===== src/rtl/multicycle_control_unit.sv =====
// Multicycle RV32 subset control FSM: Moore-decoded datapath controls,
// memory wait-state handshake and a sticky illegal-opcode trap.
module multicycle_control_unit #(
  parameter int ALUCTRL_W     = 4,
  parameter bit MEM_HANDSHAKE = 1'b1
) (
  input  logic                 i_cu_clk,
  input  logic                 i_cu_rst,
  input  logic [6:0]           i_cu_op,
  input  logic [2:0]           i_cu_funct3,
  input  logic                 i_cu_funct7_5,
  input  logic                 i_cu_zero,
  input  logic                 i_cu_mem_ready,
  output logic                 o_cu_PCWrite,
  output logic                 o_cu_AdrSrc,
  output logic                 o_cu_MemWrite,
  output logic                 o_cu_IRWrite,
  output logic                 o_cu_RegWrite,
  output logic [1:0]           o_cu_ResultSrc,
  output logic [1:0]           o_cu_ALUSrcA,
  output logic [1:0]           o_cu_ALUSrcB,
  output logic [2:0]           o_cu_ImmSrc,
  output logic [ALUCTRL_W-1:0] o_cu_ALUControl,
  output logic                 o_cu_illegal,
  output logic [3:0]           o_cu_state
);

  typedef enum logic [3:0] {
    S_FETCH    = 4'd0,
    S_DECODE   = 4'd1,
    S_MEMADR   = 4'd2,
    S_MEMREAD  = 4'd3,
    S_MEMWB    = 4'd4,
    S_MEMWRITE = 4'd5,
    S_EXECR    = 4'd6,
    S_EXECI    = 4'd7,
    S_ALUWB    = 4'd8,
    S_BRANCH   = 4'd9,
    S_JAL      = 4'd10,
    S_LUI      = 4'd11,
    S_TRAP     = 4'd12
  } state_t;

  localparam logic [6:0] OP_LOAD   = 7'b0000011;
  localparam logic [6:0] OP_STORE  = 7'b0100011;
  localparam logic [6:0] OP_RTYPE  = 7'b0110011;
  localparam logic [6:0] OP_ITYPE  = 7'b0010011;
  localparam logic [6:0] OP_BRANCH = 7'b1100011;
  localparam logic [6:0] OP_JAL    = 7'b1101111;
  localparam logic [6:0] OP_LUI    = 7'b0110111;

  localparam logic [3:0] ALU_ADD  = 4'd0;
  localparam logic [3:0] ALU_SUB  = 4'd1;
  localparam logic [3:0] ALU_AND  = 4'd2;
  localparam logic [3:0] ALU_OR   = 4'd3;
  localparam logic [3:0] ALU_XOR  = 4'd4;
  localparam logic [3:0] ALU_SLT  = 4'd5;
  localparam logic [3:0] ALU_SLTU = 4'd6;
  localparam logic [3:0] ALU_SLL  = 4'd7;
  localparam logic [3:0] ALU_SRL  = 4'd8;
  localparam logic [3:0] ALU_SRA  = 4'd9;

  state_t     r_state;
  state_t     w_next;
  state_t     w_out_state;
  logic       r_illegal;
  logic       w_ready;
  logic [3:0] w_alu_dec;
  logic [3:0] w_alu;
  logic       w_pcw, w_adr, w_memw, w_irw, w_regw;
  logic [1:0] w_res, w_srca, w_srcb;
  logic [2:0] w_imm;

  assign w_ready = MEM_HANDSHAKE ? i_cu_mem_ready : 1'b1;

  always_ff @(posedge i_cu_clk) begin
    if (i_cu_rst) begin
      r_state   <= S_FETCH;
      r_illegal <= 1'b0;
    end else begin
      r_state <= w_next;
      if (w_next == S_TRAP) begin
        r_illegal <= 1'b1;
      end
    end
  end

  always_comb begin
    w_next = r_state;
    case (r_state)
      S_FETCH:    w_next = w_ready ? S_DECODE : S_FETCH;
      S_DECODE: begin
        case (i_cu_op)
          OP_LOAD, OP_STORE: w_next = S_MEMADR;
          OP_RTYPE:          w_next = S_EXECR;
          OP_ITYPE:          w_next = S_EXECI;
          OP_BRANCH:         w_next = S_BRANCH;
          OP_JAL:            w_next = S_JAL;
          OP_LUI:            w_next = S_LUI;
          default:           w_next = S_TRAP;
        endcase
      end
      S_MEMADR:   w_next = (i_cu_op == OP_STORE) ? S_MEMWRITE : S_MEMREAD;
      S_MEMREAD:  w_next = w_ready ? S_MEMWB : S_MEMREAD;
      S_MEMWRITE: w_next = w_ready ? S_FETCH : S_MEMWRITE;
      S_MEMWB, S_BRANCH, S_ALUWB: w_next = S_FETCH;
      S_EXECR, S_EXECI, S_JAL, S_LUI: w_next = S_ALUWB;
      S_TRAP:     w_next = S_TRAP;
      // unused encodings are treated as a fault and parked in the trap
      default:    w_next = S_TRAP;
    endcase
  end

  always_comb begin
    w_alu_dec = ALU_ADD;
    case (i_cu_funct3)
      3'b000:  w_alu_dec = (r_state == S_EXECR && i_cu_funct7_5) ? ALU_SUB : ALU_ADD;
      3'b001:  w_alu_dec = ALU_SLL;
      3'b010:  w_alu_dec = ALU_SLT;
      3'b011:  w_alu_dec = ALU_SLTU;
      3'b100:  w_alu_dec = ALU_XOR;
      3'b101:  w_alu_dec = i_cu_funct7_5 ? ALU_SRA : ALU_SRL;
      3'b110:  w_alu_dec = ALU_OR;
      3'b111:  w_alu_dec = ALU_AND;
      default: w_alu_dec = ALU_ADD;
    endcase
  end

  always_comb begin
    w_imm = 3'b000;
    case (i_cu_op)
      OP_LOAD, OP_ITYPE: w_imm = 3'b000;
      OP_STORE:          w_imm = 3'b001;
      OP_BRANCH:         w_imm = 3'b010;
      OP_JAL:            w_imm = 3'b011;
      OP_LUI:            w_imm = 3'b100;
      default:           w_imm = 3'b000;
    endcase
  end

  // while in reset the selects look like FETCH; enables are masked below
  assign w_out_state = i_cu_rst ? S_FETCH : r_state;

  always_comb begin
    w_pcw  = 1'b0;
    w_adr  = 1'b0;
    w_memw = 1'b0;
    w_irw  = 1'b0;
    w_regw = 1'b0;
    w_res  = 2'b00;
    w_srca = 2'b00;
    w_srcb = 2'b00;
    w_alu  = ALU_ADD;
    case (w_out_state)
      S_FETCH: begin
        w_srcb = 2'b10;
        w_res  = 2'b10;
        w_irw  = w_ready;
        w_pcw  = w_ready;
      end
      S_DECODE: begin
        w_srca = 2'b01;
        w_srcb = 2'b01;
      end
      S_MEMADR: begin
        w_srca = 2'b10;
        w_srcb = 2'b01;
      end
      S_MEMREAD:  w_adr = 1'b1;
      S_MEMWRITE: begin
        w_adr  = 1'b1;
        w_memw = 1'b1;
      end
      S_MEMWB: begin
        w_res  = 2'b01;
        w_regw = 1'b1;
      end
      S_EXECR: begin
        w_srca = 2'b10;
        w_alu  = w_alu_dec;
      end
      S_EXECI: begin
        w_srca = 2'b10;
        w_srcb = 2'b01;
        w_alu  = w_alu_dec;
      end
      S_ALUWB:    w_regw = 1'b1;
      S_BRANCH: begin
        w_srca = 2'b10;
        w_alu  = ALU_SUB;
        w_pcw  = i_cu_zero ^ i_cu_funct3[0];
      end
      S_JAL: begin
        w_srca = 2'b01;
        w_srcb = 2'b10;
        w_pcw  = 1'b1;
      end
      S_LUI: begin
        w_srca = 2'b11;
        w_srcb = 2'b01;
      end
      S_TRAP:     w_pcw = 1'b0;
      default:    w_pcw = 1'b0;
    endcase
  end

  assign o_cu_PCWrite    = w_pcw  & ~i_cu_rst;
  assign o_cu_MemWrite   = w_memw & ~i_cu_rst;
  assign o_cu_IRWrite    = w_irw  & ~i_cu_rst;
  assign o_cu_RegWrite   = w_regw & ~i_cu_rst;
  assign o_cu_AdrSrc     = w_adr;
  assign o_cu_ResultSrc  = w_res;
  assign o_cu_ALUSrcA    = w_srca;
  assign o_cu_ALUSrcB    = w_srcb;
  assign o_cu_ImmSrc     = w_imm;
  assign o_cu_ALUControl = ALUCTRL_W'(w_alu);
  assign o_cu_illegal    = r_illegal;
  assign o_cu_state      = r_state;

endmodule


===== config.mk =====
export PLATFORM = sky130hd
export DESIGN_NAME = multicycle_control_unit
export DESIGN_NICKNAME = d
export VERILOG_FILES = /design/src/rtl/multicycle_control_unit.sv
export SDC_FILE = /design/constraint.sdc
export NUM_CORES = 1
export LEC_CHECK = 0
export CAP_MARGIN = 25
export CELL_PAD_IN_SITES_DETAIL_PLACEMENT = 1
export CELL_PAD_IN_SITES_GLOBAL_PLACEMENT = 1
export CORE_MARGIN = 2
export CORE_UTILIZATION = 27
export DETAILED_ROUTE_END_ITERATION = 7
export GPL_TIMING_DRIVEN = 0
export PLACE_DENSITY_LB_ADDON = 0.12
export SLEW_MARGIN = 20
export SYNTH_ARGS = -nofsm -noshare
export SYNTH_HDL_FRONTEND = slang
export SYNTH_SLANG_ARGS = --single-unit
export TNS_END_PERCENT = 50

===== constraint.sdc =====
create_clock -name i_cu_clk -period 4.2 [get_ports i_cu_clk]
set_clock_uncertainty 0.1 [all_clocks]
set_input_delay 1.26 -clock i_cu_clk [delete_from_list [all_inputs] [get_ports i_cu_clk]]
set_output_delay 1.26 -clock i_cu_clk [all_outputs]
set_load 0.02 [all_outputs]

==> metrics.md <==
| Metric | Value |
|---|---|
| Pins Over Slew Limit | 0 |
| F_max | 244 MHz |
| Fill count | about 320 |
| CTS tree | built |
| Clock latency on the worst-skew pair | 0.24 ns |
| Core Area | 2450 um^2 |
| Sequential share of the synthesized area | ~14% |
| Layout Nets | 162 |
| Root Buffer | clkbuf_4 |
| Global Route Usage Sum | ~18% |
| Port Buf Inserts | 35 |
| Routed vias | about 940 |
| Longest Clk Path Bufs | 2 |
| CTS Hold Bufs | 0 |
| Syn Std Cell Area | 693 um^2 |
| Initial antenna violation count | 0 |
| Io pins | 38 |
| Part of the power in the clock network | 26.9% |
| Crit. End Element | output pin |
| Internal power | 128 uW |
| Synth warn | 0 |
| Most common cell in the synthesized netlist | nor2_1 |
| R2R depth | 5 |
| Slew HR | 66.9% |
| Core Rows | 18 |
| Critical path data required time | 2.84 ns |
| MaxCap Viol Count | 0 |
| Area Overhead vs Synth | 61.2% |
| Setup crit end | o_cu_ImmSrc[0] |
| Worst Setup SP | i_cu_op[3] |
| Antenna-violating nets left | 0 |
| Largest cells by area after synthesis | dfxtp_1 (14%), nor2_1 (6.5%), nand2_1 (5.4%) |
| Synth Net Count | 121 |
| Pleak | 0.466 nW |
| Synth Register Bits | 5 |
| RePlAce Congestion | 0.734 |
| Detailed placement HPWL | 1960 um |
| Util after Layout | around 46% |
| Post-route insts no fill | approximately 180 |
| Nature of the critical path startpoint | primary input |
| Reg clk slew, reported paths | approximately 0.040 ns |
| DIE HEIGHT | 54.7 um |
| Reg2reg end | o_cu_state[0]$_SDFF_PP0_ |
| Antenna Cells | 0 |
| Net switching power figure | 68.9 uW |
| Vias/cell | 5.34 |
| Main synth FF type | dfxtp_1 |
| First-pass GRT wire length | ~4000 um |
| Worst reg2reg startpoint | o_cu_state[2]$_SDFF_PP0_ |
| Status | finished, final reports clean |
| Area leader, netlist | dfxtp_1 |
| WL/cell | ~14 um |
| Post-synth top area share | 14.4% |
| DR pass1 iterations | 4 |
| Initial Util | ~28% |
| Die area | about 3000 um^2 |
| Distinct cells, synth | 38 |
| Grt total ovfl | 0 |
| Vias in the first global route | a little under 900 |
| Reg2Reg Setup Slack | 2.39 ns |
| Final setup fails | 0 |
| Final period utilization | 97.5% |
| RSZ-0062 raised after global routing | no |
| Hold Path Class | reg2reg |
| Chip width | between 50 and 60 um |
| Sequential Power Share | between 20 and 30% |
| Syn_area_per_cell | approximately 6.5 um^2 |
| Routed wire length | 2460 um |
| Post-synth EDFFs | 0 |
| TritonCTS Buffers | 3 |
| H-tree depth | 1 |
| Pin count of the biggest net entering global routing | 11 |
| Clock sink count | 5 |
| Worst Path Arrival | between 2 and 3 ns |
| Total power | just under 200 uW |
| PwrDens | 177 nW/um^2 |
| DR iter-0 viols | 26 |
| Synth top cells by count | nor2_1 (12), nand2_1 (10), o21ai_0 (6) |
| Largest fanout on the critical path | 7 |
| Crit path kind | in2out |
| Residual DRC | 0 |
| Combinational power share | 46.2% |
| Post-synth ARST share | 0% |
| Cells after Synth | 106 |
| Worst slew pin tran | between 0.4 and 0.5 ns |
| VDD IR max | 0.000139 V |
| Placed cell count | 171 |
| Ratio of cells with drive above 1 in the final layout | 5.48% |
| Min Tclk post-route | 4.09 ns |
| Final Hold Vio Count | 0 |
| Sw Share | 34.9% |
kinds of logic after synthesis:
group | after synthesis | synth area share (%)
compound gates | 30 | 28.5
xor+xnor | 5 | 6.32
buf+inv | 9 | 5.05
flops | 5 | 14.4
mux | 2 | 2.89
simple gates | 55 | 42.8
layout by cell type (no fill, tap or decap), types with 2 or more instances in the layout:
| master | instances |
|---|---|
| nand2b_1 | 4 |
| o211ai_1 | 2 |
| o41ai_1 | 2 |
| xor2_1 | 2 |
| dlygate4sd2_1 | 4 |
| a21o_1 | 2 |
| nor2b_1 | 4 |
| a21oi_1 | 5 |
| clkbuf_4 | 3 |
| o21ai_0 | 6 |
| nor3b_1 | 2 |
| mux2i_1 | 2 |
| and3_1 | 2 |
| o22ai_1 | 2 |
| nand3_1 | 5 |
| clkbuf_1 | 6 |
| and2_1 | 2 |
| nor2_1 | 12 |
| xnor2_1 | 3 |
| a31oi_1 | 4 |
| nor3_1 | 4 |
| dfxtp_1 | 5 |
| dlymetal6s2s_1 | 3 |
| or2_2 | 2 |
| nor4bb_1 | 2 |
| a211oi_1 | 2 |
| nand2_1 | 10 |
| clkdlybuf4s50_1 | 28 |
registers in the layout, indices dropped and copies added, names as in the netlist:
register	cells
o_cu_illegal	1
o_cu_state	4
power by group through the flow:
stage / registers, mW / clock network, mW / logic (mW)
final: 0.0531 / 0.0531 / 0.0912
after global routing: 0.0538 / 0.0591 / 0.100
after CTS: 0.0532 / 0.0562 / 0.0919
after detailed placement: 0.0539 / 0 / 0.0910
after global placement: 0.0538 / 0 / 0.0892
after floorplan: 0.0561 / 0 / 0.0467
through the flow:
step	hold slack, ns	TNS [ns]	area, um^2	worst slack, ns
after detailed placement	0.378	-0.532	1080	-0.193
after CTS	0.420	0	1110	0.0222
after global placement	0.367	-0.427	1080	-0.170
final	0.412	0	1120	0.106
after floorplan	0.510	0	693	0.491
after global routing	0.444	0	1120	0.0115
per-layer routing:
layer  GRT usage, %  part of all wire, %  vias to the layer above  routed length [um]
li1               -                    -                      469                   -
met1           27.1                   48                      443                1180
met2           28.0                   47                       27                1160
met3          0.273                  4.8                        0                 119
met4           5.00                    0                        0                   0
met5              0                    0                        -                   0
worst max-delay path, cell delays in order:
cell,delay (ns)
clkdlybuf4s50_1,0.50
or3_1,0.48
a21oi_1,0.16
dlygate4sd2_1,0.34
worst min-delay path by stage:
stage / from / to / slack (ns) / cells past startpoint
6_report: o_cu_illegal$_SDFFE_PP0N_ / o_cu_illegal$_SDFFE_PP0N_ / 0.41 / 1
5_1_grt: o_cu_illegal$_SDFFE_PP0N_ / o_cu_illegal$_SDFFE_PP0N_ / 0.44 / 1
4_1_cts: o_cu_illegal$_SDFFE_PP0N_ / o_cu_illegal$_SDFFE_PP0N_ / 0.42 / 1
3_5_place_dp: o_cu_illegal$_SDFFE_PP0N_ / o_cu_illegal$_SDFFE_PP0N_ / 0.38 / 1
3_3_place_gp: o_cu_illegal$_SDFFE_PP0N_ / o_cu_illegal$_SDFFE_PP0N_ / 0.37 / 1
2_1_floorplan: o_cu_illegal$_SDFFE_PP0N_ / o_cu_illegal$_SDFFE_PP0N_ / 0.51 / 1
final cells by class:
class                   instances  area [um^2]  share of cell area [%]
multi-input cells              92          558                    49.9
repair buffers                 36          360                    32.3
flip-flops and latches          5          100                    8.96
well taps                      30         37.5                    3.36
plain buffers                   7         27.5                    2.46
clock buffers                   4         26.3                    2.35
inverters                       2         7.51                   0.672
repair_timing:
action,in CTS,in global routing
buffers inserted,1,0
resized for setup,4,4
setup endpoints to repair,4,3
No activity file was read; power rests on OpenSTA's default activity.
